File: config.mk
export PLATFORM = sky130hd
export DESIGN_NAME = pwm_capture
export DESIGN_NICKNAME = d
export VERILOG_FILES = /design/src/rtl/pwm_pkg.sv /design/src/rtl/pwm_in_sync.sv /design/src/rtl/pwm_capture.sv
export SDC_FILE = /design/constraint.sdc
export NUM_CORES = 1
export LEC_CHECK = 0
export BUFFER_PORTS_ARGS = -buffer_cell sky130_fd_sc_hd__buf_2
export CORE_MARGIN = 4
export CORE_UTILIZATION = 58
export CTS_CLUSTER_DIAMETER = 200
export DETAILED_ROUTE_END_ITERATION = 10
export PLACE_DENSITY = 0.87
export REMOVE_ABC_BUFFERS = 1
export SYNTH_ARGS = -nofsm -noshare
export SYNTH_HDL_FRONTEND = slang
export SYNTH_HIERARCHICAL = 1
export SYNTH_SLANG_ARGS = --single-unit
File: constraint.sdc
create_clock -name clk -period 4.18 [get_ports clk]
set_clock_uncertainty 0.2 [all_clocks]
set_input_delay 0.418 -clock clk [delete_from_list [all_inputs] [get_ports clk]]
set_output_delay 0.418 -clock clk [all_outputs]
set_load 0.005 [all_outputs]
File: src/rtl/pwm_pkg.sv
// rtl/pwm_pkg.sv - shared PWM types, constants and helpers
package pwm_pkg;

   // Default measurement width for the capture block
   localparam int PWM_CNT_W_DEFAULT = 16;

   // Capture operating mode, driven straight from the mode input bit
   typedef enum logic {
      PWM_CAP_CONTINUOUS = 1'b0,
      PWM_CAP_ONESHOT    = 1'b1
   } pwm_cap_mode_t;

   // Capture FSM states
   typedef enum logic [1:0] {
      CAP_IDLE      = 2'd0,
      CAP_WAIT_RISE = 2'd1,
      CAP_HIGH      = 2'd2,
      CAP_LOW       = 2'd3
   } pwm_cap_state_t;

   // Every state other than IDLE is part of an active measurement
   function automatic logic cap_is_busy(input pwm_cap_state_t s);
      return (s != CAP_IDLE);
   endfunction

   // A measurement is running and its counters advance
   function automatic logic cap_is_measuring(input pwm_cap_state_t s);
      return (s == CAP_HIGH) || (s == CAP_LOW);
   endfunction

endpackage

File: src/rtl/pwm_in_sync.sv
// rtl/pwm_in_sync.sv - pwm_in synchroniser, edge detector and post-reset edge suppression
module pwm_in_sync
   import pwm_pkg::*;
#(
   parameter int SYNC_STAGES = 2
)
(
   input  logic clk,
   input  logic reset,
   input  logic pwm_in,
   output logic level,
   output logic rise,
   output logic fall
);

   // Suppression lasts SYNC_STAGES+1 cycles: long enough for a level that was
   // already present at reset release to ripple through chain and compare flop.
   localparam int                SUPP_W      = $clog2(SYNC_STAGES + 2);
   localparam logic [SUPP_W-1:0] SUPP_CYCLES = SUPP_W'(SYNC_STAGES + 1);

   logic [SYNC_STAGES-1:0] r_sync;
   logic                   r_prev;
   logic [SUPP_W-1:0]      r_supp_cnt;
   logic                   w_last;
   logic                   w_armed;

   assign w_last  = r_sync[SYNC_STAGES-1];
   assign w_armed = (r_supp_cnt == SUPP_CYCLES);

   // Synchroniser chain followed by the compare flop
   always_ff @(posedge clk) begin
      if (reset) begin
         r_sync <= '0;
         r_prev <= 1'b0;
      end else begin
         r_sync <= {r_sync[SYNC_STAGES-2:0], pwm_in};
         r_prev <= w_last;
      end
   end

   // Count out the suppression window after reset, then hold
   always_ff @(posedge clk) begin
      if (reset) begin
         r_supp_cnt <= '0;
      end else if (!w_armed) begin
         r_supp_cnt <= r_supp_cnt + 1'b1;
      end
   end

   // Edge strobes are qualified by the suppression window
   always_comb begin
      level = w_last;
      rise  = w_armed &  w_last & ~r_prev;
      fall  = w_armed & ~w_last &  r_prev;
   end

endmodule

File: src/rtl/pwm_capture.sv
// rtl/pwm_capture.sv - PWM input capture: measures period and high time in prescaled ticks
module pwm_capture
   import pwm_pkg::*;
#(
   parameter int CNT_W       = PWM_CNT_W_DEFAULT,
   parameter int SYNC_STAGES = 2
)
(
   input  logic             clk,
   input  logic             reset,
   input  logic             en,
   input  logic             mode,
   input  logic             arm,
   input  logic [15:0]      prescaler,
   input  logic             clear_overflow,
   input  logic             pwm_in,
   output logic [CNT_W-1:0] period,
   output logic [CNT_W-1:0] high_time,
   output logic             capture_valid,
   output logic             busy,
   output logic             overflow
);

   localparam logic [CNT_W-1:0] MEAS_MAX = '1;

   pwm_cap_state_t   r_state;
   pwm_cap_state_t   w_state_next;
   pwm_cap_mode_t    w_mode;

   logic [15:0]      r_presc_lat;
   logic [15:0]      r_presc_cnt;
   logic [CNT_W-1:0] r_meas_cnt;
   logic [CNT_W-1:0] r_high_shadow;
   logic [CNT_W-1:0] r_period;
   logic [CNT_W-1:0] r_high_time;
   logic             r_valid;
   logic             r_overflow;

   logic             w_level;
   logic             w_rise_raw;
   logic             w_fall_raw;
   logic             w_rise;
   logic             w_fall;
   logic             w_tick;
   logic [CNT_W-1:0] w_meas_inc;
   logic             w_sat;

   logic             w_busy;
   logic             w_restart;
   logic             w_shadow_ld;
   logic             w_capture;
   logic             w_ovf_set;

   pwm_in_sync #(
      .SYNC_STAGES (SYNC_STAGES)
   ) u_sync (
      .clk    (clk),
      .reset  (reset),
      .pwm_in (pwm_in),
      .level  (w_level),
      .rise   (w_rise_raw),
      .fall   (w_fall_raw)
   );

   assign w_mode = pwm_cap_mode_t'(mode);

   // Edge strobes cross-checked against the synchronised level they came from
   assign w_rise = w_rise_raw &  w_level;
   assign w_fall = w_fall_raw & ~w_level;

   // The count presented at an edge includes the tick that completes on the
   // edge cycle itself, so E elapsed cycles report floor(E/(prescaler+1)).
   assign w_tick     = (r_presc_cnt == r_presc_lat);
   assign w_meas_inc = r_meas_cnt + {{(CNT_W-1){1'b0}}, w_tick};
   assign w_sat      = (r_meas_cnt == MEAS_MAX);

   // FSM state register
   always_ff @(posedge clk) begin
      if (reset) begin
         r_state <= CAP_IDLE;
      end else begin
         r_state <= w_state_next;
      end
   end

   // FSM next-state decision; disable always wins, saturation beats an edge
   always_comb begin
      w_state_next = r_state;
      if (!en) begin
         w_state_next = CAP_IDLE;
      end else begin
         case (r_state)
            CAP_IDLE: begin
               if ((w_mode == PWM_CAP_CONTINUOUS) || arm) begin
                  w_state_next = CAP_WAIT_RISE;
               end
            end
            CAP_WAIT_RISE: begin
               if (w_rise) begin
                  w_state_next = CAP_HIGH;
               end
            end
            CAP_HIGH: begin
               if (w_sat) begin
                  w_state_next = CAP_WAIT_RISE;
               end else if (w_fall) begin
                  w_state_next = CAP_LOW;
               end
            end
            CAP_LOW: begin
               if (w_sat) begin
                  w_state_next = CAP_WAIT_RISE;
               end else if (w_rise) begin
                  w_state_next = (w_mode == PWM_CAP_CONTINUOUS) ? CAP_HIGH : CAP_IDLE;
               end
            end
            default: w_state_next = CAP_IDLE;
         endcase
      end
   end

   // FSM outputs: status and datapath strobes for the current state
   always_comb begin
      w_busy      = cap_is_busy(r_state);
      w_restart   = 1'b0;
      w_shadow_ld = 1'b0;
      w_capture   = 1'b0;
      w_ovf_set   = 1'b0;
      if (en) begin
         case (r_state)
            CAP_WAIT_RISE: begin
               w_restart = w_rise;
            end
            CAP_HIGH: begin
               w_ovf_set   = w_sat;
               w_shadow_ld = !w_sat && w_fall;
            end
            CAP_LOW: begin
               w_ovf_set = w_sat;
               w_capture = !w_sat && w_rise;
               w_restart = !w_sat && w_rise && (w_mode == PWM_CAP_CONTINUOUS);
            end
            default: begin
            end
         endcase
      end
   end

   // Prescale and measure counters; a rise restarts them aligned to the edge
   always_ff @(posedge clk) begin
      if (reset) begin
         r_presc_lat <= '0;
         r_presc_cnt <= '0;
         r_meas_cnt  <= '0;
      end else if (w_restart) begin
         r_presc_lat <= prescaler;
         r_presc_cnt <= '0;
         r_meas_cnt  <= '0;
      end else if (cap_is_measuring(r_state)) begin
         if (w_tick) begin
            r_presc_cnt <= '0;
            r_meas_cnt  <= w_meas_inc;
         end else begin
            r_presc_cnt <= r_presc_cnt + 16'd1;
         end
      end
   end

   // High-time shadow and published results with their one-cycle valid
   always_ff @(posedge clk) begin
      if (reset) begin
         r_high_shadow <= '0;
         r_period      <= '0;
         r_high_time   <= '0;
         r_valid       <= 1'b0;
      end else begin
         r_valid <= w_capture;
         if (w_shadow_ld) begin
            r_high_shadow <= w_meas_inc;
         end
         if (w_capture) begin
            r_period    <= w_meas_inc;
            r_high_time <= r_high_shadow;
         end
      end
   end

   // Sticky overflow; a new saturation outranks a simultaneous clear
   always_ff @(posedge clk) begin
      if (reset) begin
         r_overflow <= 1'b0;
      end else if (w_ovf_set) begin
         r_overflow <= 1'b1;
      end else if (clear_overflow) begin
         r_overflow <= 1'b0;
      end
   end

   assign period        = r_period;
   assign high_time     = r_high_time;
   assign capture_valid = r_valid;
   assign busy          = w_busy;
   assign overflow      = r_overflow;

endmodule
==> results.yml, run 1 <==
cells_and_area:
  layout_common_cells: "105 x dfxtp_1, 57 x buf_2, 55 x nand2_1"
  final_area_um2: 5104
  drive_above_1_share: 0.1519
  nFillCells: 646
  finalCoreUtilization: 0.6571
  fin_nets: 588
  multiInputGateArea_um2: 2342
  area_delta_synth_final_pct: 9.946
  seq_area_um2: 2102
  antenna_cells: 0
  final_common_cell: "dfxtp_1"
grt:
  antenna_found_initial: 0
  grt_pass1_vias: 3461
  grt_overflow_total: 0
  grt_max_degree: 89
  grt_pass1_wl_um: 15390
  gr-usage-all-layers: 0.1912
synth:
  yosysSeqAreaShare: 0.4528
  ys.warnings.count: 6
  yosysTopAreaCell: "dfxtp_1"
  synth_top_cell_area_share: 0.4528
  synth-seq-cells: 105
  netlist_instances: 526
  avgSynthCellArea_um2: 8.825
  synth_area_um2: 4642
  synth_cell_types: 41
  synth_area_leaders: "dfxtp_1 45%, xor2_1 6.8%, nand2b_1 4.6%"
power:
  switching_power_uw: 390.0
  power_uw: 1660
  vdd_drop_max_v: 0.0002535
  netSwitchingFraction: 0.2350
  p_leak_uw: 0.001884
  pwr-share-comb: 0.032
  powerDensity_nw_per_um2: 325.2
  p_clk_frac: 0.360
  sequentialPowerShare: 0.608
  internal_power_uw: 1270
route:
  route.detailed.drc: 0
  ant_nets: 0
  routed_wl_um: 8911
  wl_per_cell_um: 13.34
  vias_per_cell: 5.533
  num_vias: 3696
  drtIter0Drc: 187
  dr.pass1.iters: 4
sta:
  final_hold_viol_count: 0
  fin_crit_sh: 0.8383
  layout_setup_ws_ns: 0.6759
  rsz0062_at_grt: "false"
  fin_setup_tns_ns: 0
  slew_viol_final: 0
  slew_headroom: 0.3845
  fmax_ghz: 0.2854
  worst_slew_pin_slew_ns: 0.9233
  fin_crit_ns: 3.504
  setup_viol: 0
clock_network:
  clockBufferDepth: 2
  cts_made_buffers: 9
  cts_tree: "yes"
  cts_sinks: 105
  post_cts_buffers: 0
  cts_resized: 0
  cts_hold_buf: 0
  cts_max_level: 3
  clock_latency_ns: 0.38
  clk_pin_slew_worst_paths_ns: 0.10
  cts_root_buf: "clkbuf_8"
hold_path:
  hold_path_class: "input port to register"
critical_path:
  crit_path_end_kind: "register"
  crit_path_start_kind: "register"
  worstPathArrival_ns: 3.61
  required_ns: 4.29
  critPathKind: "register to register"
  path_max_fanout: 34
floorplanning:
  ios: 58
  num_rows: 32
  die_w_um: 97.46
  floorplan.initialDensity: 0.5976
  die_h_um: 97.46
  coreArea_um2: 7767
  dieArea_um2: 9498
place:
  io_buffers: 57
  place_congestion: 0.8735
  placed_area_um2: 4917
  post-place-ws_ns: 0.7121
  dpl.hpwl_um: 6132
outcome:
  status: "complete, no violations"
run:
  maxCapViolations: 0
==> cells in the mapped netlist <==
master and count:
and3b_2 1, nor2b_1 3, a31o_2 1, o31ai_1 10
or4_1 10, nand4b_1 2, o21ai_1 1, xor2_1 36
nand3b_1 1, nor4_2 1, buf_6 4, clkinv_1 1
a21oi_1 42, nor3_1 17, or2_2 1, and3_1 6
and2_1 1, buf_2 8, ha_1 4, clkbuf_1 24
and4_1 2, inv_1 7, nand2_1 55, nor4_1 4
o41ai_1 1, nor3_2 1, nand4_1 10, nand4_2 2
o21ai_0 6, xnor2_1 8, nand2b_1 34, nor2_1 42
or3_1 5, mux2i_1 19, buf_1 1, dfxtp_1 105
nor3b_1 2, nor4_4 1, a211oi_1 28, a31oi_1 1
nand3_1 18
==> registers in the layout (all words and copies together) (netlist names), 2 cells and up <==
signal,cells
r_presc_cnt,16
r_meas_cnt,16
r_presc_lat,16
period,16
u_sync/r_sync,2
u_sync/r_supp_cnt,2
r_state,2
r_high_shadow,16
high_time,16
==> power by group through the flow <==
| stage | Clock [uW] | Sequential, uW | Combinational (uW) |
|---|---|---|---|
| after floorplan | 0 | 1030 | 25.3 |
| after global placement | 0 | 1030 | 50.2 |
| after detailed placement | 0 | 1030 | 52.8 |
| after CTS | 610 | 1010 | 52.8 |
| after global routing | 650 | 1010 | 59.5 |
| final | 598 | 1010 | 52.5 |
==> worst max-delay path: stages (launching register included) <==
cell     delay, ns
dfxtp_1       0.39
xor2_1        0.19
nor4_1        0.38
nand4_2       0.14
buf_4         0.25
inv_1         0.16
ha_1          0.20
ha_1          0.23
inv_1         0.09
nor3_1        0.43
nand3_1       0.21
or4_1         0.42
a21oi_1       0.15
==> logic make-up after synthesis <==
family / Yosys count / share of synthesized area
AO/OA/AOI/OAI: 90 / 0.1194
AND/OR/NAND/NOR: 219 / 0.2480
buffers and inverters: 45 / 0.04501
multiplexers: 19 / 0.04097
XOR/XNOR: 44 / 0.08302
flip-flops: 105 / 0.4528
adder cells (fa/ha/maj): 4 / 0.01078
==> per-stage QoR <==
stage | cells | hold slack (ns)
4_1_cts | 668 | 0.03678
3_3_place_gp | 652 | 0.2189
6_report | 668 | 0.04876
5_1_grt | 668 | 0.03242
2_1_floorplan | 489 | 0.2138
3_5_place_dp | 652 | 0.2314
==> routing by layer <==
metal | global-route usage | share of wire | vias to the layer above
li1 | - | - | 1902
met1 | 0.2259 | 0.43 | 1698
met5 | 0 | 0 | -
met4 | 0.05644 | 0.012 | 0
met3 | 0.05097 | 0.050 | 13
met2 | 0.3384 | 0.50 | 83
==> final timing paths <==
path	from	endpoint	slack, ns	cells after the start
worst min register to register	u_sync/r_sync[0]	u_sync/r_sync[1]	0.25	1
worst min-delay path	pwm_in	u_sync/r_sync[0]	0.05	2
worst max register to register	r_presc_cnt[11]	r_meas_cnt[12]	0.68	12
worst max-delay path	r_presc_cnt[11]	r_meas_cnt[12]	0.68	12
==> final cells by class <==
cell class / count / share of cell area
Multi-Input combinational cell: 376 / 0.4589
Sequential cell: 105 / 0.4119
Timing Repair Buffer: 61 / 0.06178
Clock buffer: 10 / 0.02697
Tap cell: 102 / 0.02501
Clock inverter: 6 / 0.009561
Inverter: 8 / 0.005884
(Power assumes the default switching activity.)
==> inputs of run 2 (changes only) <==
ABC_AREA = 1   (was not set)
CORE_UTILIZATION = 52   (was 58)
PLACE_DENSITY = 0.82   (was 0.87)
clock period = 2.9 ns   (was 4.18 ns; I/O delays follow)
==> run 2 against run 1 <==
Via count up 19%; power up 49%; critical path depth up 2; register-to-register slack got worse by 0.43 ns; highest routed layer unchanged.
==> results.yml, run 2 <==
outcome:
  status: "complete, no violations"
critical_path:
  crit_family: "simple AND/OR/NAND/NOR gates"
  r2r_slack_ns: 0.25
  crit_path_start_kind: "register"
  critPathMaxStageDelay_ns: 0.37
  worst_r2r_path_depth: 14
  path_max_fanout: 5
  worstPathArrival_ns: 2.77
  crit_buf_inv: 1
  required_ns: 3.01
  crit_cells: 14
  path_common_cell: "nand2_1"
  critPathKind: "register to register"
  crit_path_end_kind: "register"
  crit_path_top_delay_cell: "dfxtp_1"
  path_cells: "xor2_1 > nor2_1 > nand2_1 > nor2_2 > nand2_1 > inv_1 > ha_2 > nand2_1 > nor2_4 > nand3_1 > nor2_1 > xor2_1 > nand2_1 > a21oi_2"
clock_network:
  cts_tree: "yes"
  cts_made_buffers: 9
  clock_latency_ns: 0.38
  cts_max_level: 3
  clockBufferDepth: 2
  cts_root_buf: "clkbuf_8"
  cts_sinks: 105
  clk_pin_slew_worst_paths_ns: 0.10
  post_cts_buffers: 0
cells_and_area:
  final_cells: 823
  area_delta_synth_final_pct: 12.56
  fin_nets: 737
  drive_above_1_share: 0.1734
  antenna_cells: 0
  layout_common_cells: "142 x nor2_1, 139 x nand2_1, 104 x dfxtp_1"
  final_common_cell: "nor2_1"
route:
  dr.pass1.iters: 5
  drtIter0Drc: 136
  ant_nets: 0
  vias_per_cell: 5.323
  routed_wl_um: 10960
  num_vias: 4381
  route.detailed.drc: 0
  wl_per_cell_um: 13.31
sta:
  worst_slew_pin_slew_ns: 0.6270
  slew_viol_final: 0
  slew_headroom: 0.5819
  setup_viol: 0
  fmax_ghz: 0.3767
  fin_crit_ns: 2.655
  final_hold_viol_count: 0
  fin_crit_sh: 0.9154
grt:
  grt_max_degree: 35
  antenna_found_initial: 0
  grt_overflow_total: 0
  grt_pass1_wl_um: 18940
  grt_pass1_vias: 4370
  gr-usage-all-layers: 0.2056
floorplanning:
  dieArea_um2: 10830
  num_rows: 34
  ios: 58
  die_h_um: 104.1
  floorplan.initialDensity: 0.5426
  die_w_um: 104.1
  coreArea_um2: 8848
synth:
  yosysMostFrequentCell: "nor2_1"
  synth_area_um2: 4801
  synth_top_cell_area_share: 0.4378
  async_reset_ff_frac: 0
  synth_area_leaders: "dfxtp_1 44%, nor2_1 11%, nand2_1 11%"
  ys.flop_type: "dfxtp_1"
  avgSynthCellArea_um2: 7.274
  synth_edf_count: 0
  yosysTopAreaCell: "dfxtp_1"
  synth_cell_types: 34
  yosys-top-cells-count: "143 x nor2_1, 139 x nand2_1, 105 x dfxtp_1"
  synth-seq-cells: 105
  yosysSeqAreaShare: 0.4378
  netlist_instances: 660
  ys.warnings.count: 6
power:
  p_leak_uw: 0.002414
  vdd_drop_max_v: 0.0002579
  power_uw: 2473
  powerDensity_nw_per_um2: 457.6
place:
  dpl.hpwl_um: 7742
  io_buffers: 57
  place_congestion: 0.9143
  place_inst: 805
hold_path:
  hold_path_class: "input port to register"
  hold_depth: 4
run:
  maxCapViolations: 0
## run 2: changes by cell type in the layout (fill, tap and decap cells not counted), moves of 10 or more
cell      previous run  this run
nor2_1              42       142
a211oi_1            28         0
inv_1                7        32
or4_1               10         0
nor3_1              17         2
nand2_1             55       139
xor2_1              36        24
nand2b_1            34         0
nand3b_1             1        17
mux2i_1             19         0
o21ai_0              6        38
## run 2: final cells by class
| type | count | area (um^2) |
|---|---|---|
| Fill cell | 801 | 3445 |
| Multi-Input combinational cell | 487 | 2456 |
| Sequential cell | 105 | 2103 |
| Timing Repair Buffer | 67 | 365.4 |
| Inverter | 40 | 150.1 |
| Clock buffer | 10 | 137.6 |
| Tap cell | 108 | 135.1 |
| Clock inverter | 6 | 56.30 |
## run 2: what timing repair did
item / 4_1_cts / 5_1_grt
gates resized for setup: 0 / 9
setup endpoints to repair: 0 / 42
hold endpoints to repair: 2 / 0
hold buffers: 2 / 0
## run 2: path summary, 6_finish.rpt
kind | start | end
max | r_presc_cnt[2] | r_meas_cnt[13]
min | prescaler[5] | r_presc_lat[5]
max reg2reg | r_presc_cnt[2] | r_meas_cnt[13]
min reg2reg | u_sync/r_sync[0] | u_sync/r_sync[1]
## run 2: metal layers
metal | share of wire | routed length (um) | global-route usage
met5 | 0 | 0 | 0
met4 | 0.018 | 201 | 0.07787
met3 | 0.039 | 424 | 0.04655
met2 | 0.50 | 5500 | 0.3644
met1 | 0.44 | 4831 | 0.2413
## run 2: logic make-up (layout without fill, tap and decap cells)
logic type      after synthesis  count (layout)  share of synthesized area
simple gates                358             358                     0.3281
xor+xnor                     32              32                    0.05838
flops                       105             105                     0.4378
buf+inv                      68             123                    0.05890
fa+ha+maj                     4               4                    0.01043
compound gates               93              93                     0.1063
## run 2: power by group
part / total [uW] / leakage (uW) / switching [uW] / internal (uW)
clock network: 899 / 0.000103 / 540 / 359
registers: 1460 / 0.000847 / 8.54 / 1450
logic: 115 / 0.00146 / 73.7 / 41.3
## run 2: metrics by stage
| step | util | area (um^2) | hold slack (ns) | setup WS (ns) | TNS (ns) |
|---|---|---|---|---|---|
| finish | 0.6107 | 5404 | 0.01834 | 0.2454 | 0 |
| floorplan | - | 4668 | 0.1591 | 0.2290 | 0 |
| detailed placement | 0.5819 | 5149 | 0.2143 | 0.2105 | 0 |
| global route | 0.6107 | 5404 | 0.02297 | -0.03823 | -0.05318 |
| global placement | 0.5819 | 5149 | 0.2005 | 0.3301 | 0 |
| CTS | 0.6061 | 5363 | 0.01001 | 0.1304 | 0 |
## run 2: worst reg2reg max path, stage by stage (launching register included)
cell and delay (ns):
dfxtp_1 0.37, xor2_1 0.17, nor2_1 0.10, nand2_1 0.08, nor2_2 0.14, nand2_1 0.13
inv_1 0.09, ha_2 0.21, nand2_1 0.12, nor2_4 0.18, nand3_1 0.15, nor2_1 0.18
xor2_1 0.25, nand2_1 0.10, a21oi_2 0.13
==> inputs of run 3 (changes only) <==
CORE_UTILIZATION = 53   (was 52)
PLACE_DENSITY = 0.83   (was 0.82)
SYNTH_HIERARCHICAL = not set   (was 1)
==> run 3 against run 2 <==
Cell count down 1.1%; global-route usage down 0.26 points; first-iteration DRC count up 54%; fmax up 1.1%; clock power up 2%; power up 1.7%; clock-buffer cell count down 1; sequential share of layout area down 0.58 points; synthesized area up 3.3%; critical path type unchanged; critical endpoint is now r_high_shadow[12]; largest cell class unchanged.
==> results.yml, run 3 <==
place:
  dpl.hpwl_um: 7720
  place_congestion: 0.9191
  io_buffers: 57
  placed_area_um2: 5255
cells_and_area:
  area_delta_synth_final_pct: 10.60
  final_area_um2: 5485
  antenna_cells: 0
  final_common_cell: "nand2_1"
  fin_nets: 725
  layout_common_cells: "109 x nand2_1, 104 x dfxtp_1, 102 x nor2_1"
  drive_above_1_share: 0.2020
sta:
  final_hold_viol_count: 0
  fin_crit_sh: 0.9051
  slew_viol_final: 0
  worst_slew_pin_slew_ns: 0.4923
  fmax_ghz: 0.3810
  hold_ws_ns: 0.01860
  fin_setup_tns_ns: 0
  rsz0062_at_grt: "false"
  setup_viol: 0
  fin_crit_ns: 2.625
  slew_headroom: 0.6714
clock_network:
  clock_latency_ns: 0.38
  cts_root_buf: "clkbuf_8"
  clockBufferDepth: 2
  clk_pin_slew_worst_paths_ns: 0.11
  cts_tree: "yes"
  cts_made_buffers: 9
  cts_sinks: 105
  cts_max_level: 3
route:
  routed_wl_um: 10960
  route.detailed.drc: 0
  ant_nets: 0
  drtIter0Drc: 209
  num_vias: 4381
  vias_per_cell: 5.382
  wl_per_cell_um: 13.46
  dr.pass1.iters: 5
critical_path:
  path_max_fanout: 4
  crit_path_top_delay_cell: "dfxtp_1"
  crit_path_start: "r_presc_cnt[1]"
  worstPathArrival_ns: 2.75
  path_common_cell: "nor2_1"
  r2r_start: "r_presc_cnt[1]"
  crit_path_start_kind: "register"
  critPathMaxStageDelay_ns: 0.37
  critPathKind: "register to register"
  path_cells: "xor2_1 > nor2_1 > nand2_1 > nor2_1 > nand2_1 > inv_1 > ha_1 > ha_1 > inv_1 > nor2_2 > nand3_1 > xor2_1 > inv_1 > nor2_1 > a21oi_1 > nor2_1"
  required_ns: 3.03
  crit_path_end_kind: "register"
synth:
  synth_cell_types: 35
  async_reset_ff_frac: 0
  synth-seq-cells: 105
  yosysTopAreaCell: "dfxtp_1"
  yosys-top-cells-count: "109 x nand2_1, 105 x dfxtp_1, 103 x nor2_1"
  yosysSeqAreaShare: 0.4238
  netlist_instances: 650
  ys.flop_type: "dfxtp_1"
  ys.warnings.count: 0
  avgSynthCellArea_um2: 7.630
  yosysMostFrequentCell: "nand2_1"
  synth_top_cell_area_share: 0.4238
  synth_area_um2: 4960
  synth_area_leaders: "dfxtp_1 42%, nand2_1 8.2%, nor2_1 7.8%"
  synth_edf_count: 0
floorplanning:
  coreArea_um2: 9153
  ios: 58
  dieArea_um2: 10970
  num_rows: 35
  die_w_um: 104.7
  floorplan.initialDensity: 0.5419
  die_h_um: 104.7
power:
  p_leak_uw: 0.002327
  powerDensity_nw_per_um2: 458.3
  vdd_drop_max_v: 0.0003126
grt:
  gr-usage-all-layers: 0.2030
  antenna_found_initial: 0
  grt_max_degree: 45
  grt_pass1_vias: 4183
  grt_pass1_wl_um: 18710
  grt_overflow_total: 0
hold_path:
  hold_start: "prescaler[3]"
  hold_path_class: "input port to register"
outcome:
  status: "complete, no violations"
run:
  maxCapViolations: 0
-- run 3: changes by cell type after synthesis, moves of 5 or more --
cell,previous run,this run
nor2_1,143,103
nand2_1,139,109
inv_1,32,47
a21oi_2,8,17
nor2_2,8,16
a21oi_1,41,48
buf_6,1,7
o21ai_0,38,44
nand2_2,3,8
o21ai_1,1,6
-- run 3: what timing repair did --
item                                    4_1_cts  5_1_grt
buffers inserted                              0        0
endpoints found under the hold margin         2        0
endpoints found under the setup margin        0        5
gates resized for setup                       0        2
hold buffers                                  2        0
-- run 3: logic make-up after synthesis --
| logic type | synth area share |
|---|---|
| buf+inv | 0.07896 |
| fa+ha+maj | 0.01009 |
| flops | 0.4238 |
| xor+xnor | 0.05651 |
| simple gates | 0.2936 |
| compound gates | 0.1370 |
-- run 3: cell type report --
type	count	area, um^2
fillers	814	3667
multi-input cells	462	2469
flip-flops and latches	105	2103
repair buffers	68	372.9
inverters	52	195.2
well taps	111	138.9
clock buffers	9	123.9
clock inverters	7	82.58
-- run 3: worst max-delay path: cells and delay by family (launching register included) --
kind	cells	cell delay (ns)
compound gates	1	0.05
xor+xnor	2	0.40
fa+ha+maj	2	0.37
buf+inv	3	0.24
flops	1	0.37
simple gates	8	0.94
-- run 3: power breakdown --
group / total (uW) / switching, uW / internal (uW)
clock network: 918 / 570 / 348
logic: 132 / 85.6 / 46.9
registers: 1460 / 9.34 / 1450
total: 2510 / 665 / 1850
-- run 3: path summary, 6_finish.rpt --
check / depth (start not counted) / to / slack (ns)
min: 4 / r_presc_lat[3] / 0.02
max reg2reg: 16 / r_high_shadow[12] / 0.28
max: 16 / r_high_shadow[12] / 0.28
min reg2reg: 2 / u_sync.r_sync[1] / 0.22
-- run 3: metrics by stage --
stage,total power (uW),cells,worst slack (ns),utilization
after global routing,2609,814,0.02614,0.5993
after CTS,2535,814,0.2367,0.5989
after global placement,1619,796,0.3700,0.5742
final,2514,814,0.2751,0.5993
after detailed placement,1624,796,0.2716,0.5742
after floorplan,1572,619,0.1190,-
-- run 3: routing by layer --
layer | vias to the layer above | share of wire | track usage
met3 | 18 | 0.052 | 0.03706
met4 | 0 | 0.017 | 0.07404
met2 | 127 | 0.48 | 0.3511
li1 | 2199 | - | -
met1 | 2037 | 0.45 | 0.2519
met5 | - | 0 | 0
